===== config.mk =====
export PLATFORM = sky130hd
export DESIGN_NAME = ps2rx_flat
export DESIGN_NICKNAME = d
export VERILOG_FILES = /design/src/rtl/ps2rx_if.sv /design/src/rtl/ps2rx.sv /design/src/flat_wrapper.sv
export SDC_FILE = /design/constraint.sdc
export NUM_CORES = 1
export LEC_CHECK = 0
export CORE_MARGIN = 2
export CORE_UTILIZATION = 40
export DETAILED_ROUTE_END_ITERATION = 12
export PLACE_DENSITY = 0.57
export SLEW_MARGIN = 30
export SYNTH_ARGS = -nofsm -noshare
export SYNTH_HDL_FRONTEND = slang
export SYNTH_SLANG_ARGS = --single-unit

===== constraint.sdc =====
create_clock -name clk -period 2.06 [get_ports clk]
set_input_delay 0.412 -clock clk [delete_from_list [all_inputs] [get_ports clk]]
set_output_delay 0.412 -clock clk [all_outputs]
set_load 0.01 [all_outputs]

===== src/rtl/ps2rx_if.sv =====
// ps2rx_if: bundle between the PS/2 pins / consumer and the ps2rx receiver.
//   ps2_clk, ps2_data : PS/2 device lines (asynchronous to clk)
//   inhibit           : host transmitter busy, receiver held idle
//   rd                : pop/acknowledge head byte
//   q, rdy            : head byte and byte-available flag (first-word-fall-through)
//   err, ovf          : one-cycle error / overflow pulses
// slave  = receiver side, master = pins + consumer side.
interface ps2rx_if;
  logic       ps2_clk;
  logic       ps2_data;
  logic       inhibit;
  logic       rd;
  logic [7:0] q;
  logic       rdy;
  logic       err;
  logic       ovf;

  modport slave  (input  ps2_clk, ps2_data, inhibit, rd,
                  output q, rdy, err, ovf);
  modport master (output ps2_clk, ps2_data, inhibit, rd,
                  input  q, rdy, err, ovf);
endinterface


===== src/rtl/ps2rx.sv =====
// ps2rx: PS/2 host-side receiver. Synchronizes and glitch-filters the device
// clock, deframes 11-bit device-to-host frames (start, 8 data LSB-first, odd
// parity, stop) and hands bytes to the consumer through a read-handshake buffer.
//
// Ports:
//   clk    : system clock
//   reset  : synchronous, active-high
//   bus    : ps2rx_if.slave (ps2_clk, ps2_data, inhibit, rd in; q, rdy, err, ovf out)
//
// Configuration macro PS2RX_FIFO_EN:
//   defined     -> 2**FIFO_AW-entry FIFO
//   not defined -> single holding register (FIFO_AW unused)
module ps2rx #(
  parameter int          FILTER_LEN = 8,
  parameter logic [15:0] TIMEOUT    = 16'd50000,
  parameter int          FIFO_AW    = 3
) (
  input  logic     clk,
  input  logic     reset,
  ps2rx_if.slave   bus
);

  localparam int FW = $clog2(FILTER_LEN + 1);

  localparam logic [1:0] S_IDLE  = 2'd0;
  localparam logic [1:0] S_RECV  = 2'd1;
  localparam logic [1:0] S_CHECK = 2'd2;

  // ---------------- synchronizers + clock filter ----------------
  logic          ck_s1_q, ck_s2_q, dt_s1_q, dt_s2_q;
  logic          filt_q;
  logic [FW-1:0] fcnt_q;
  logic          flip, fall;

  // Filtered clock follows the synchronized level only after FILTER_LEN
  // consecutive samples disagreeing with it; any agreeing sample restarts the run.
  assign flip = (ck_s2_q != filt_q) && (fcnt_q == FW'(FILTER_LEN - 1));
  assign fall = flip && filt_q;

  always_ff @(posedge clk) begin
    if (reset) begin
      ck_s1_q <= 1'b1;
      ck_s2_q <= 1'b1;
      dt_s1_q <= 1'b1;
      dt_s2_q <= 1'b1;
      filt_q  <= 1'b1;
      fcnt_q  <= '0;
    end else begin
      ck_s1_q <= bus.ps2_clk;
      ck_s2_q <= ck_s1_q;
      dt_s1_q <= bus.ps2_data;
      dt_s2_q <= dt_s1_q;
      if (ck_s2_q == filt_q) begin
        fcnt_q <= '0;
      end else if (flip) begin
        filt_q <= ck_s2_q;
        fcnt_q <= '0;
      end else begin
        fcnt_q <= fcnt_q + FW'(1);
      end
    end
  end

  // ---------------- deframing FSM ----------------
  logic [1:0]  state_q, state_d;
  logic [3:0]  bcnt_q, bcnt_d;
  logic [7:0]  sh_q, sh_d;
  logic        par_q, par_d;
  logic        stop_q, stop_d;
  logic [15:0] tmo_q, tmo_d;
  logic        err_q, err_d;
  logic        ovf_q, ovf_d;
  logic        push;
  logic        valid;

  assign valid = ((^sh_q) ^ par_q) && stop_q;

  always_comb begin
    state_d = state_q;
    bcnt_d  = bcnt_q;
    sh_d    = sh_q;
    par_d   = par_q;
    stop_d  = stop_q;
    tmo_d   = tmo_q;
    err_d   = 1'b0;
    push    = 1'b0;
    if (bus.inhibit) begin
      state_d = S_IDLE;
      bcnt_d  = '0;
      tmo_d   = '0;
    end else begin
      case (state_q)
        S_IDLE: begin
          if (fall && !dt_s2_q) begin
            state_d = S_RECV;
            bcnt_d  = 4'd1;
            tmo_d   = '0;
          end
        end
        S_RECV: begin
          if (fall) begin
            tmo_d  = '0;
            bcnt_d = bcnt_q + 4'd1;
            if (bcnt_q <= 4'd8) begin
              sh_d = {dt_s2_q, sh_q[7:1]};
            end else if (bcnt_q == 4'd9) begin
              par_d = dt_s2_q;
            end else begin
              stop_d  = dt_s2_q;
              state_d = S_CHECK;
            end
          end else if (tmo_q == TIMEOUT - 16'd1) begin
            // device went silent mid-frame: drop the partial byte
            err_d   = 1'b1;
            state_d = S_IDLE;
            tmo_d   = '0;
          end else begin
            tmo_d = tmo_q + 16'd1;
          end
        end
        S_CHECK: begin
          state_d = S_IDLE;
          if (valid) push  = 1'b1;
          else       err_d = 1'b1;
        end
        default: state_d = S_IDLE;
      endcase
    end
  end

  always_ff @(posedge clk) begin
    if (reset) begin
      state_q <= S_IDLE;
      bcnt_q  <= '0;
      sh_q    <= '0;
      par_q   <= 1'b0;
      stop_q  <= 1'b0;
      tmo_q   <= '0;
      err_q   <= 1'b0;
      ovf_q   <= 1'b0;
    end else begin
      state_q <= state_d;
      bcnt_q  <= bcnt_d;
      sh_q    <= sh_d;
      par_q   <= par_d;
      stop_q  <= stop_d;
      tmo_q   <= tmo_d;
      err_q   <= err_d;
      ovf_q   <= ovf_d;
    end
  end

  assign bus.err = err_q;
  assign bus.ovf = ovf_q;

  // ---------------- output buffer ----------------
`ifdef PS2RX_FIFO_EN
  localparam int DEPTH = 1 << FIFO_AW;

  logic [7:0]         mem_q [DEPTH];
  logic [FIFO_AW-1:0] wp_q, rp_q;
  logic [FIFO_AW:0]   cnt_q;
  logic               pop, full, wr;

  assign pop   = bus.rd && (cnt_q != '0);
  assign full  = (cnt_q == (FIFO_AW+1)'(DEPTH));
  // a pop in the same cycle frees the slot, so a full FIFO still accepts
  assign wr    = push && (!full || pop);
  assign ovf_d = push && full && !pop;

  always_ff @(posedge clk) begin
    if (wr) mem_q[wp_q] <= sh_q;
  end

  always_ff @(posedge clk) begin
    if (reset) begin
      wp_q  <= '0;
      rp_q  <= '0;
      cnt_q <= '0;
    end else begin
      if (wr)  wp_q <= wp_q + FIFO_AW'(1);
      if (pop) rp_q <= rp_q + FIFO_AW'(1);
      cnt_q <= cnt_q + (FIFO_AW+1)'(wr) - (FIFO_AW+1)'(pop);
    end
  end

  assign bus.rdy = (cnt_q != '0);
  assign bus.q   = bus.rdy ? mem_q[rp_q] : 8'h00;
`else
  logic [7:0] hold_q;
  logic       rdy_q;
  logic       pop;
  logic       unused_aw;

  assign unused_aw = (FIFO_AW != 0);
  assign pop       = bus.rd && rdy_q;
  assign ovf_d     = push && rdy_q && !pop;

  always_ff @(posedge clk) begin
    if (reset) begin
      hold_q <= '0;
      rdy_q  <= 1'b0;
    end else if (push && (!rdy_q || pop)) begin
      hold_q <= sh_q;
      rdy_q  <= 1'b1;
    end else if (pop) begin
      rdy_q  <= 1'b0;
    end
  end

  assign bus.rdy = rdy_q;
  assign bus.q   = rdy_q ? hold_q : 8'h00;
`endif

endmodule


===== src/flat_wrapper.sv =====
// flat-port wrapper written by rule: the top's interface ports become plain ports
module ps2rx_flat 
#(
  parameter int          FILTER_LEN = 8,
  parameter logic [15:0] TIMEOUT    = 16'd50000,
  parameter int          FIFO_AW    = 3
)
  (clk, reset, bus_ps2_clk, bus_ps2_data, bus_inhibit, bus_rd, bus_q, bus_rdy, bus_err, bus_ovf);
  ps2rx_if bus_i ();
  input  logic clk;
  input  logic reset;
  input wire logic [$bits(bus_i.ps2_clk)-1:0] bus_ps2_clk;
  input wire logic [$bits(bus_i.ps2_data)-1:0] bus_ps2_data;
  input wire logic [$bits(bus_i.inhibit)-1:0] bus_inhibit;
  input wire logic [$bits(bus_i.rd)-1:0] bus_rd;
  output wire logic [$bits(bus_i.q)-1:0] bus_q;
  output wire logic [$bits(bus_i.rdy)-1:0] bus_rdy;
  output wire logic [$bits(bus_i.err)-1:0] bus_err;
  output wire logic [$bits(bus_i.ovf)-1:0] bus_ovf;
  assign bus_i.ps2_clk = bus_ps2_clk;
  assign bus_i.ps2_data = bus_ps2_data;
  assign bus_i.inhibit = bus_inhibit;
  assign bus_i.rd = bus_rd;
  assign bus_q = bus_i.q;
  assign bus_rdy = bus_i.rdy;
  assign bus_err = bus_i.err;
  assign bus_ovf = bus_i.ovf;
  ps2rx #(.FILTER_LEN(FILTER_LEN), .TIMEOUT(TIMEOUT), .FIFO_AW(FIFO_AW)) u_core (.clk(clk), .reset(reset), .bus(bus_i));
endmodule

; Word-level counts from Yosys, hierarchy flattened
; Cells that the tools add are included.
[classes]
reduce_logical = 25
eq_ne = 12
addsub = 3
n_lt_le_gt_ge = 1
bitwise = 5
n_mux = 23
[ops]
columns = cell, count
row1 = $mux W16, 3
row2 = $pmux W16 S2, 1
row3 = $add A16 B1 Y16 const B, 1
row4 = $eq A16 B16 Y1 const B, 1
row5 = $mux W2, 5
row6 = $reduce_and A5 Y1, 2
row7 = $add A4 B1 Y4 const B, 2
row8 = $logic_and A1 B1 Y1, 8
row9 = $mux W1, 8
row10 = $mux W4, 2
row11 = $mux W8, 1
row12 = $pmux W4 S2, 1
row13 = $reduce_and A4 Y1, 2
row14 = $reduce_xor A8 Y1, 1
row15 = $ne A3 B3 Y1 const B, 2
row16 = $eq A4 B3 Y1 const B, 1
row17 = $eq A4 B4 Y1 const B, 1
row18 = $le A4 B4 Y1 const B, 1
row19 = $ne A2 B1 Y1 const B, 2
row20 = $not A1 Y1, 4
row21 = $pmux W2 S2, 1
row22 = $reduce_and A2 Y1, 2
row23 = $reduce_bool A2 Y1, 2
row24 = $logic_not A1 Y1, 3
row25 = other kinds (12), 12
[totals]
input_bits = 6
reg_bits = 52
elab_cells = 85
out_inout_bits = 11

; Depth between registers and ports, before layout
[depth]
word_depth = 8
mapped_depth = 8
depth_no_buf = 7

; Least setup slack after synthesis
; Ideal clock, no wire load.
[synth_path]
path_kind = reg-to-reg
from = register u_core.fcnt_q[0]
to = register u_core.tmo_q[2]
setup_time_ps = 70
synth_period_minus_slack_ps = 1809
n_path_buf = 0
path_stages_with_launch = 7
slack_ps = 251
t_arrival_ps = 1738
required_time_ps = 1990
cell_sequence = dfxtp_1 ha_1 nand3b_2 nor2_1 or3_1 or3b_1 a21oi_1
[synth_between]
elab_chain_cells = 6
elab_cells_between_ends = 8
cone_classes = eq/ne (2) / mux (2) / reduce/logical (4)
[synth_lines]
columns = element, line_no
row1 = start: declaration, ps2rx.sv:32  ; logic [FW-1:0] fcnt_q;
row2 = start signal: assignment, ps2rx.sv:59  ; fcnt_q <= fcnt_q + FW'(1);
row3 = $eq A4 B3 Y1 *, ps2rx.sv:37  ; assign flip = (ck_s2_q != filt_q) && (fcnt_q == FW'(FILTER_LEN - 1));
row4 = $logic_and A1 B1 Y1 *, ps2rx.sv:37
row5 = $logic_and A1 B1 Y1 *, ps2rx.sv:38  ; assign fall = flip && filt_q;
row6 = $logic_and A1 B1 Y1, ps2rx.sv:94  ; if (fall && !dt_s2_q) begin
row7 = $ne A2 B1 Y1 (no source line), n/a
row8 = $reduce_and A2 Y1 (no source line), n/a
row9 = end signal: assignment, ps2rx.sv:147  ; tmo_q <= tmo_d;
row10 = end: declaration, ps2rx.sv:70  ; logic [15:0] tmo_q, tmo_d;
; Mark *: on every way between the ends. The rest lies on a longest branch, timed or not.
; A chain may end at the register's enable or synchronous reset.

; Worst setup path after layout
[layout_path]
from = register u_core.rdy_q, in the netlist u_core.bus.rdy
to = output port bus_q[7]
[layout_between]
elab_chain_cells = 1
[layout_lines]
columns = element, line_no
row1 = start: declaration, ps2rx.sv:191  ; logic rdy_q;
row2 = start signal: assignment, ps2rx.sv:202  ; rdy_q <= 1'b0;
row3 = start signal: assignment, ps2rx.sv:205  ; rdy_q <= 1'b1;
row4 = start signal: assignment, ps2rx.sv:207  ; rdy_q <= 1'b0;
row5 = $mux W8, ps2rx.sv:212  ; assign bus.q = rdy_q ? hold_q : 8'h00;
row6 = end: declaration, flat_wrapper.sv:16  ; output wire logic [$bits(bus_i.q)-1:0] bus_q;
; No other way between the ends.

==> qor.yml <==
clocking:
  cts_made_buffers: 5
  cts_buffer_depth: 2
  tritoncts: "yes"
  clkLatencyLatePin_ps: 310
  hold_buffers: 0
  clk_pin_slew_ps: 90
  cts.sinks: 52
  root_buffer: "clkbuf_8"
  htree_num_levels: 2
die:
  die-area_um2: 7141
  dieHeight_um: 84.51
  start_util_pct: 41.06
  die_x_um: 84.51
  io_pins: 17
  rows: 29
  core_um2: 6314
global_route:
  grt_pass1_vias: 1903
  grt_max_degree: 17
  gr-total-overflow: 0
  grt_use_total_pct: 15.59
  grt_pass1_wl_um: 9163
  antenna_found_initial: 0
sta:
  worstMarginPinSlew_ps: 602.2
  hold_violations: 0
  slew_headroom_pct: 59.58
  maxSlewViolCount: 0
  tns_ps: 0
  rsz0062_at_grt: "yes"
  max_freq_ghz: 0.5227
  worst_clock_skew_ps: 10.85
  setup_viol: 0
  post-route-min-period_ps: 1913
  finalCritPeriodShare_pct: 92.87
synth:
  syn-instance-count: 293
  yosysTopAreaCell: "dfxtp_1"
  synthArstFlopShare_pct: 0
  synth_edf_count: 0
  syn_avg_cell_area_um2: 8.848
  synthTopCellsByArea: "dfxtp_1, nor2_1, nand3_1"
  ys_ff_latch: 52
  synth_cell_type_count: 51
  synthesis.nets: 307
  ys_warn_count: 0
  seq_area_frac_synth_pct: 40.15
  ys.flop_type: "dfxtp_1"
  yosysTopAreaCellShare_pct: 40.15
  synth_area_um2: 2592
power_and_ir_drop:
  worst_ir_drop_vdd_uv: 366.5
  powerDensity_nw_per_um2: 584.5
  power_mw: 1.778
  power_leakage_nw: 1.101
setup_path:
  crit_path_start: "u_core.bus.rdy$_SDFFE_PP0P_"
  startpoint_type: "flip-flop"
  worstPathMaxFanout: 11
  end_kind: "output port"
  r2r_start: "u_core.tmo_q[6]$_SDFFE_PP0P_"
  rrSetupSlack_ps: 180
  path_delay_family: "buffers and inverters"
  critical_path_class: "flip-flop to output port"
  slowest_delay_ps: 530
  critical_path.cell_chain: "and2_1 > clkdlybuf4s50_1"
  rr_worst_depth: 5
  cp.required_ps: 1650
  r2r-end: "u_core.tmo_q[10]$_SDFFE_PP0P_"
  cp_slowest_cell: "clkdlybuf4s50_1"
  crit_buf_inv: 1
  crit_arrival_ps: 1500
drt:
  drc_errors: 0
  wl_um: 5237
  via_count: 2067
  drt_iter0_drc: 100
  drt_pre_antenna_iters: 4
  avgViaCountPerCell: 5.180
  ant_nets: 0
  wire_per_inst_um: 13.13
hold_path:
  min_to: "u_core.dt_s2_q$_SDFF_PP1_"
  min_from: "u_core.dt_s1_q$_SDFF_PP1_"
  worstHoldPathCells: 1
  hp-class: "flip-flop to flip-flop"
cells_and_area:
  post-route-util_pct: 48.18
  layout_common_cells: "dfxtp_1, nor2_1, nand2_1"
  final_layout_size_suffix_gt1_share_pct: 13.35
  n_fill_cell: 638
  n_antenna_cell: 0
  fin_area_um2: 3042
  final_common_cell: "dfxtp_1"
  nets: 335
  syn2layout_area_growth_pct: 17.33
place:
  dp_hpwl_um: 3789
  postPlaceCellArea_um2: 2915
  gp_congestion: 0.7989
  port_buffers: 16
job:
  max_cap_violations: 0
outcome:
  status: "finished, final reports clean"
-- layer usage --
metal  track usage [%]  share of wire [%]  vias to the layer above
met5                 0                  0                        -
met4             4.762                1.2                        0
met3             2.950                1.7                        6
met2             23.84                 46                       15
met1             22.31                 51                      968
li1                  -                  -                     1078
-- worst max path at each step --
stage	end	slack [ps]	cells after the start
finish	bus_q[7]	150	2
global route	u_core.sh_q[1]$_SDFFE_PP0P_	-3	7
CTS	u_core.tmo_q[0]$_SDFFE_PP0P_	2	5
detailed placement	u_core.tmo_q[0]$_SDFFE_PP0P_	20	5
global placement	u_core.tmo_q[0]$_SDFFE_PP0P_	40	5
floorplan	u_core.tmo_q[2]$_SDFFE_PP0P_	250	6
-- cell usage after synthesis (2+ instances only) --
cell type  instances
nor3_1             5
nor2_1            33
a31oi_1            4
or2_2              5
buf_2              2
ha_1               8
inv_1              7
xor2_1             9
and2_1            10
o21ai_0            5
a21o_1             2
dfxtp_1           52
nor4_4             2
a211oi_1           2
nand2b_1           7
or3_1              4
xnor2_1            7
mux2i_1           11
and3_1             3
o21ai_1            5
nand4_1            8
nand3_1           23
nor4b_1            2
a21oi_1           17
xnor3_2            2
and4_1             2
clkbuf_1           7
or3b_1             2
nand2_1           24
or2_1              2
-- registers in the layout (all words and copies together), names as in the netlist --
signal and cells:
u_core.bus.rdy 1, u_core.ck_s1_q 1, u_core.bus.ovf 1, u_core.fcnt_q 4
u_core.state_q 2, u_core.sh_q 8, u_core.ck_s2_q 1, u_core.stop_q 1
u_core.par_q 1, u_core.bus.err 1, u_core.hold_q 8, u_core.filt_q 1
u_core.dt_s1_q 1, u_core.bcnt_q 4, u_core.tmo_q 16, u_core.dt_s2_q 1
-- power by group --
| group | switching, mW | internal (mW) |
|---|---|---|
| registers | 0.00345 | 1.01 |
| logic | 0.0257 | 0.0200 |
| clock network | 0.353 | 0.368 |
| total | 0.382 | 1.40 |
-- logic make-up after synthesis --
group	Yosys count	synth area share, %
xor gates and xnor gates	18	7.240
DFF	52	40.15
AOI/OAI and AO/OA	43	10.23
adders and majority gates	8	3.861
buffers and inverters	18	3.041
and+or+nand+nor	141	29.92
muxes	13	5.550
-- per-stage QoR --
stage / cells / setup slack, ps / hold WS, ps
2_1_floorplan: 293 / 251.1 / 389.5
3_3_place_gp: 390 / 39.13 / 391.7
3_5_place_dp: 390 / 20.98 / 395.5
4_1_cts: 398 / 1.831 / 419.5
5_1_grt: 399 / -2.656 / 427.9
6_report: 399 / 146.9 / 415.8
-- timing repair --
| action | 4_1_cts | 5_1_grt |
|---|---|---|
| hold endpoints to repair | 0 | 0 |
| setup buffers | 0 | 1 |
| setup endpoints to repair | 0 | 10 |
| resized for setup | 0 | 2 |
-- area by class of cell --
type	count	area [µm²]	area share (%)
sequential	52	1041	34.22
inverter	7	26.28	0.8638
tap	77	96.34	3.167
multi-input combinational	223	1486	48.87
clock inverter	2	38.79	1.275
timing repair buffer	32	280.3	9.214
clock buffer	6	72.57	2.386
Power figures use the tool's default switching activity.
